$ cat src/rtl/cmp_serial_nbit.sv
// Multi-cycle magnitude comparator. It captures two WIDTH-bit operands
// and compares them CHUNK bits per cycle, starting with the MSB chunk.
// Signed operands are mapped to offset binary at capture time. After
// that, every chunk compare is unsigned.
module cmp_serial_nbit #(
    parameter int WIDTH = 16,
    parameter int CHUNK = 4
) (
    input  logic             clk,
    input  logic             rst_n,
    input  logic             enable,
    input  logic             start,
    input  logic             signed_mode,
    input  logic [WIDTH-1:0] a,
    input  logic [WIDTH-1:0] b,
    output logic             busy,
    output logic             done,
    output logic             eq,
    output logic             gt,
    output logic             lt
);

    localparam int NCHUNK = (CHUNK > 0) ? (WIDTH / CHUNK) : 1;
    localparam int CW     = (NCHUNK > 1) ? $clog2(NCHUNK) : 1;

    if (WIDTH < 2 || CHUNK < 1 || (WIDTH % CHUNK) != 0) begin : g_param_err
        $error("cmp_serial_nbit: need WIDTH >= 2, CHUNK >= 1 and CHUNK dividing WIDTH");
    end

    typedef enum logic {
        IDLE,
        RUN
    } state_e;

    state_e           state_q, state_d;
    logic [WIDTH-1:0] a_q, a_d, b_q, b_d;
    logic [CW-1:0]    cnt_q, cnt_d;
    logic             decided_q, decided_d;
    logic             dir_gt_q, dir_gt_d;
    logic             done_q, done_d;
    logic             eq_q, eq_d, gt_q, gt_d, lt_q, lt_d;

    logic [WIDTH-1:0] sign_flip;
    logic [CHUNK-1:0] a_chunk, b_chunk;
    logic             last_chunk;
    logic             dec_now, gt_now;

    // Select the current chunk and fold it into the running decision
    always_comb begin
        sign_flip            = '0;
        sign_flip[WIDTH-1]   = signed_mode;
        a_chunk              = a_q[int'(cnt_q) * CHUNK +: CHUNK];
        b_chunk              = b_q[int'(cnt_q) * CHUNK +: CHUNK];
        last_chunk           = (cnt_q == '0);
        // The first differing chunk (MSB first) fixes the direction
        dec_now              = decided_q | (a_chunk != b_chunk);
        gt_now               = decided_q ? dir_gt_q : (a_chunk > b_chunk);
    end

    // State register
    always_ff @(posedge clk or negedge rst_n) begin
        if (!rst_n) begin
            state_q <= IDLE;
        end else begin
            state_q <= state_d;
        end
    end

    // Next-state logic: a low enable always forces the FSM back to IDLE
    always_comb begin
        state_d = state_q;
        if (!enable) begin
            state_d = IDLE;
        end else begin
            case (state_q)
                IDLE:    if (start) state_d = RUN;
                RUN:     if (last_chunk) state_d = IDLE;
                default: state_d = IDLE;
            endcase
        end
    end

    // Datapath next values: operand capture, chunk walk, result update
    always_comb begin
        a_d       = a_q;
        b_d       = b_q;
        cnt_d     = cnt_q;
        decided_d = decided_q;
        dir_gt_d  = dir_gt_q;
        done_d    = 1'b0;
        eq_d      = eq_q;
        gt_d      = gt_q;
        lt_d      = lt_q;
        if (!enable) begin
            eq_d = 1'b0;
            gt_d = 1'b0;
            lt_d = 1'b0;
        end else if (state_q == IDLE) begin
            if (start) begin
                a_d       = a ^ sign_flip;
                b_d       = b ^ sign_flip;
                cnt_d     = CW'(NCHUNK - 1);
                decided_d = 1'b0;
                dir_gt_d  = 1'b0;
            end
        end else begin
            if (last_chunk) begin
                done_d = 1'b1;
                eq_d   = ~dec_now;
                gt_d   = dec_now & gt_now;
                lt_d   = dec_now & ~gt_now;
            end else begin
                cnt_d     = cnt_q - CW'(1);
                decided_d = dec_now;
                dir_gt_d  = gt_now;
            end
        end
    end

    // Datapath registers
    always_ff @(posedge clk or negedge rst_n) begin
        if (!rst_n) begin
            a_q       <= '0;
            b_q       <= '0;
            cnt_q     <= '0;
            decided_q <= 1'b0;
            dir_gt_q  <= 1'b0;
            done_q    <= 1'b0;
            eq_q      <= 1'b0;
            gt_q      <= 1'b0;
            lt_q      <= 1'b0;
        end else begin
            a_q       <= a_d;
            b_q       <= b_d;
            cnt_q     <= cnt_d;
            decided_q <= decided_d;
            dir_gt_q  <= dir_gt_d;
            done_q    <= done_d;
            eq_q      <= eq_d;
            gt_q      <= gt_d;
            lt_q      <= lt_d;
        end
    end

    // Output decode
    always_comb begin
        busy = (state_q == RUN);
        done = done_q;
        eq   = eq_q;
        gt   = gt_q;
        lt   = lt_q;
    end

endmodule

$ cat config.mk
export PLATFORM = sky130hd
export DESIGN_NAME = cmp_serial_nbit
export DESIGN_NICKNAME = d
export VERILOG_FILES = /design/src/rtl/cmp_serial_nbit.sv
export SDC_FILE = /design/constraint.sdc
export NUM_CORES = 1
export LEC_CHECK = 0
export CORE_MARGIN = 2
export CORE_UTILIZATION = 45
export DETAILED_ROUTE_END_ITERATION = 7
export PLACE_DENSITY = 0.8
export SKIP_CTS_REPAIR_TIMING = 1
export SYNTH_ARGS = -nofsm -noshare
export SYNTH_HDL_FRONTEND = slang
export SYNTH_SLANG_ARGS = --single-unit
$ cat constraint.sdc
create_clock -name clk -period 3.13 [get_ports clk]
set_clock_uncertainty 0.15 [all_clocks]
set_input_delay 0.7825 -clock clk [delete_from_list [all_inputs] [get_ports clk]]
set_output_delay 0.7825 -clock clk [all_outputs]
set_load 0.03 [all_outputs]
### Yosys cells after proc, flatten, opt, wreduce, memory -nomap -nowiden

Index checks and enable logic that the tools add are counted.

* output and inout bits: 5
* logic and storage cells: 56
* register bits after elaboration: 41

* equal/unequal tests: 4
* bitwise operators: 8
* order comparisons: 1
* reduce and logical (&&, ||, !) cells: 5
* mux-type cells: 25
* add/sub/neg operators: 1
* shift operators: 2

Operator list (number)
* $shiftx 16x5->4: 2
* $xor 16x16->16: 2
* $mux 1: 21
* $mux 2: 3
* $reduce_and 3->1: 2
* $gt 4x4->1: 1
* $ne 2x1->1 const B: 2
* $ne 4x4->1: 1
* $not 1->1: 3
* $and 1x1->1: 2
* $logic_not 2->1: 1
* $ne 2x2->1 const B: 1
* $pmux 1 s2: 1
* $reduce_and 2->1: 1
* $reduce_bool 2->1: 1
* $sub 2x1->2 const B: 1
* $or 1x1->1: 1

### Logic depth before layout (Yosys ltp)

* word-level depth: 8
* gate-level depth with buffers: 8

### Worst setup path after synthesis

OpenSTA, ideal clock, no wires.

* path kind: register to register
* start point: register cnt_q[0]
* end point: register gt_q (netlist: gt)
* setup slack: 751 ps
* required time: 2858 ps
* stages on the path, launching flop included: 8
* path buffers: 1
* arrival: 2108 ps
* cell sequence: dfrtp_1 buf_2 mux4_2 ha_1 nand2_1 nor3_1 nor2_1 a32o_1

* longest elaborated chain between the ends: 7
* elaborated cells between the ends (all ways): 13
* those cells by class: 1 x order compare; 2 x eq/ne; 2 x shift; 4 x mux; 2 x bitwise; 2 x reduce/logical

Ends and longest elaborated chain
* from (decl): line 37 `logic [CW-1:0] cnt_q, cnt_d;`
* from (signal assigned): line 135 `cnt_q <= cnt_d;`
* $shiftx 16x5->4 (on tied branches): line 52, 53
* $gt 4x4->1 / $ne 4x4->1 (equally long branches): line 57, 56
* $mux 1 / $or 1x1->1 (equally long branches): line 57, 56
* $and 1x1->1: line 110 `gt_d = dec_now & gt_now;`
* $mux 1: line 107 `if (last_chunk) begin`
* $mux 1: line 98 `end else if (state_q == IDLE) begin`
* $mux 1: line 94 `if (!enable) begin`
* to (signal assigned): line 140 `gt_q <= gt_d;`
* to (decl): line 41 `logic eq_q, eq_d, gt_q, gt_d, lt_q, lt_d;`

Parallel ways exist; a longest one is shown, timed or not. The select of a mux whose other input is x is not followed.
A chain may end at the register's enable or synchronous reset.

### Worst setup path in the final report

Ends and elaborated chain as after synthesis.

==> summary.md <==
| Metric | Value |
|---|---|
| Reg area | 1026 um2 |
| Fin cells | 233 |
| R2r setup slk | 0.45 ns |
| Post-DP Area | 2444 um2 |
| Nets | 223 |
| CP Launch Point | cnt_q[0] |
| Relative slew margins | 33.53% |
| Antenna diodes | 0 |
| Core area | 4354 um2 |
| Buf/Inv on CP | 2 |
| Achievable frequency | 373.6 MHz |
| DRT Pass-1 Iters | 4 |
| Worst flop-to-flop path startpoint | cnt_q[0] |
| Routed Wire Length | 3908 um |
| Yosys top cell area share | 50.28% |
| Net Switching | 0.0004804 W |
| H-tree depth | 2 |
| P_leak | 1.203 nW |
| Initial Utilization | 46.87% |
| Sinks on Clock Net | 41 |
| Ys Warns | 0 |
| Mapped cell area | 2041 um2 |
| Combinational Power Share | 31.7% |
| Antenna Nets Post-Route | 0 |
| Crit path depth | 8 |
| P per Cell Area | 658.0 nW/um2 |
| Seq pwr share | 44.1% |
| Syn nets | 180 |
| Most common cell after layout, fill and taps aside | dfrtp_1 |
| Initial DRC Count | 29 |
| Crit share post-route | 85.52% |
| Worst Hold Class | register to register |
| Distinct cells, synth | 28 |
| GRT overflow | 0 |
| WS Path Type | register to register |
| RSZ-0062 raised after global routing | no |
| Via count of the first global-routing pass | 1,369 |
| Clock share of power | 24.2% |
| Worst hold path startpoint | a_q[15] |
| CTS root buf | clkbuf_8 |
| Yosys top cell by area | dfrtp_1 |
| Tot GR Track Use | 17.31% |
| Startpoint Class | register |
| First-pass GRT wire length | 6693 um |
| Syn Inst Count | 138 |
| Worst r2r dst | gt |
| Sw Ratio | 28.66% |
| P_int | 0.001196 W |
| R2R depth | 8 |
| Maximum VDD drop | 0.2518 mV |
| Cell Chain, Critical Path | buf_4 > mux4_2 > inv_1 > ha_1 > nand2_1 > nor3_1 > nor2_1 > a32o_1 |
| Die footprint | 5089 um2 |
| Worst setup EP type | register |
| Later-pin clock latency in the skew report | 0.29 ns |
| Crit Path Max Fanout | 10 |
| Final hold violations | 0 |
| Post-synthesis average cell area | 14.79 um2 |
| Wire length per cell | 16.77 um |
| Share of cells above drive strength 1 | 27.62% |
| Worst Path Required | 3.16 ns |
| Syn-to-layout area delta | 24.83% |
| Die Wd | 71.34 um |
| CP delay by family, top | flip-flops |
| Flops & latches, synth | 41 |
| TNS Setup | 0 ns |
| Number of buffers added on ports | 41 |
| Via count | 1,238 |
| Filler Cells Inserted | 301 |
| CTS clk-pin slew, worst paths | 0.08 ns |
| Die H | 71.34 um |
| Area of the multi-input gates | 898.4 um2 |
| Fin. max-slew vios | 0 |
| Most frequent cells in the layout | dfrtp_1, clkdlybuf4s50_1, mux2_4 |
| Largest cells by area after synthesis | dfrtp_1, mux2_4, mux4_2 |
| Largest net degree at the start of global routing | 42 |
| Fin crit period | 2.677 ns |
| Final instance area | 2547 um2 |
| I/O pin total | 42 |
| FP Rows | 24 |
| Status | complete, no violations |
| CP arrival | 2.71 ns |
| CP peak stage delay | 0.69 ns |
| DR vias/cell | 5.313 |
| Seq/Total Area, Yosys | 50.28% |
| Initial antenna violation count | 0 |
| DP Cell Count | 226 |
| # setup viols final | 0 |
| Gpl congestion | 0.7406 |
| Worst-Margin Slew | 0.9971 ns |
| Post-DP HPWL | 2902 um |
| Crit path to | gt |
| CTS tree | yes |
| Num CTS Buffers | 5 |
| MaxCap Viol Count | 0 |
| Clock Tree Buf Depth | 2 |
| Slowest-stage cell, CP | dfrtp_1 |
| Drc violations | 0 |
power by group through the flow:
stage	logic (W)	registers, W	clock network [W]
floorplan	0.000425	0.000695	0
global placement	0.000505	0.000738	0
detailed placement	0.000533	0.000749	0
CTS	0.000535	0.000741	0.000415
global route	0.000588	0.000756	0.000435
finish	0.000532	0.000739	0.000405
layout make-up:
cell class / instances / area share (%)
flip-flops and latches: 41 / 40.27
multi-input cells: 81 / 35.27
repair buffers: 43 / 16.50
clock buffers: 5 / 2.701
well taps: 52 / 2.554
clock inverters: 2 / 1.375
inverters: 9 / 1.326
per-stage QoR:
| step | hold slack [ns] | util (%) | total power [W] | setup slack [ns] |
|---|---|---|---|---|
| floorplan | 0.2948 | - | 0.001120 | 0.7509 |
| global placement | 0.3120 | 56.12 | 0.001243 | 0.3930 |
| detailed placement | 0.3418 | 56.12 | 0.001283 | 0.3342 |
| CTS | 0.3597 | 58.51 | 0.001691 | 0.4181 |
| global route | 0.3697 | 58.51 | 0.001779 | 0.1616 |
| finish | 0.3529 | 58.51 | 0.001676 | 0.4532 |
sequential cells by signal, indices dropped and copies added (netlist names):
signal,flops
b_q,16
decided_q,1
lt,1
a_q,16
busy,1
cnt_q,2
done,1
gt,1
dir_gt_q,1
eq,1
per-layer routing:
metal	up-vias	part of all wire [%]	wire, um	track usage (%)
li1	573	-	-	-
met1	613	41	1607	21.16
met2	44	53	2057	28.29
met3	8	4.5	176	5.204
met4	0	1.7	67	7.966
met5	-	0	0	0
cells by family (layout without fill, tap and decap cells):
logic type	count (synthesis)	in the layout	synth area share (%)
compound gates	15	15	4.843
xor+xnor	2	2	0.8585
fa+ha+maj	5	5	3.066
buf+inv	16	59	5.701
flops	41	41	50.28
mux	39	39	30.66
simple gates	20	20	4.598
cells in the mapped netlist:
| cell type | instances |
|---|---|
| a211oi_1 | 1 |
| a21o_1 | 2 |
| a21oi_1 | 3 |
| a31oi_1 | 2 |
| a32o_1 | 1 |
| buf_12 | 2 |
| buf_2 | 1 |
| buf_6 | 3 |
| clkbuf_1 | 1 |
| dfrtp_1 | 41 |
| ha_1 | 5 |
| inv_1 | 9 |
| mux2_2 | 4 |
| mux2_4 | 26 |
| mux2i_1 | 1 |
| mux4_2 | 8 |
| nand2_1 | 7 |
| nand2_2 | 1 |
| nand3_1 | 2 |
| nor2_1 | 4 |
| nor2b_1 | 4 |
| nor3_1 | 1 |
| o21a_1 | 1 |
| o21ai_0 | 3 |
| o2bb2ai_1 | 1 |
| o31ai_1 | 1 |
| or2_1 | 1 |
| xnor2_1 | 2 |
worst reg2reg max path, cell delays in order (launching register included):
cell and delay [ns]:
dfrtp_1 0.69, buf_4 0.23, mux4_2 0.50, inv_1 0.08, ha_1 0.15, nand2_1 0.06, nor3_1 0.41, nor2_1 0.08
a32o_1 0.22
how the worst min path moves through the flow:
stage / slack, ns / cells after the start / to
after floorplan: 0.29 / 2 / a_q[15]
after global placement: 0.31 / 2 / a_q[15]
after detailed placement: 0.34 / 2 / a_q[15]
after CTS: 0.36 / 2 / a_q[15]
after global routing: 0.37 / 1 / a_q[2]
final: 0.35 / 2 / a_q[15]
(Power assumes the default switching activity.)
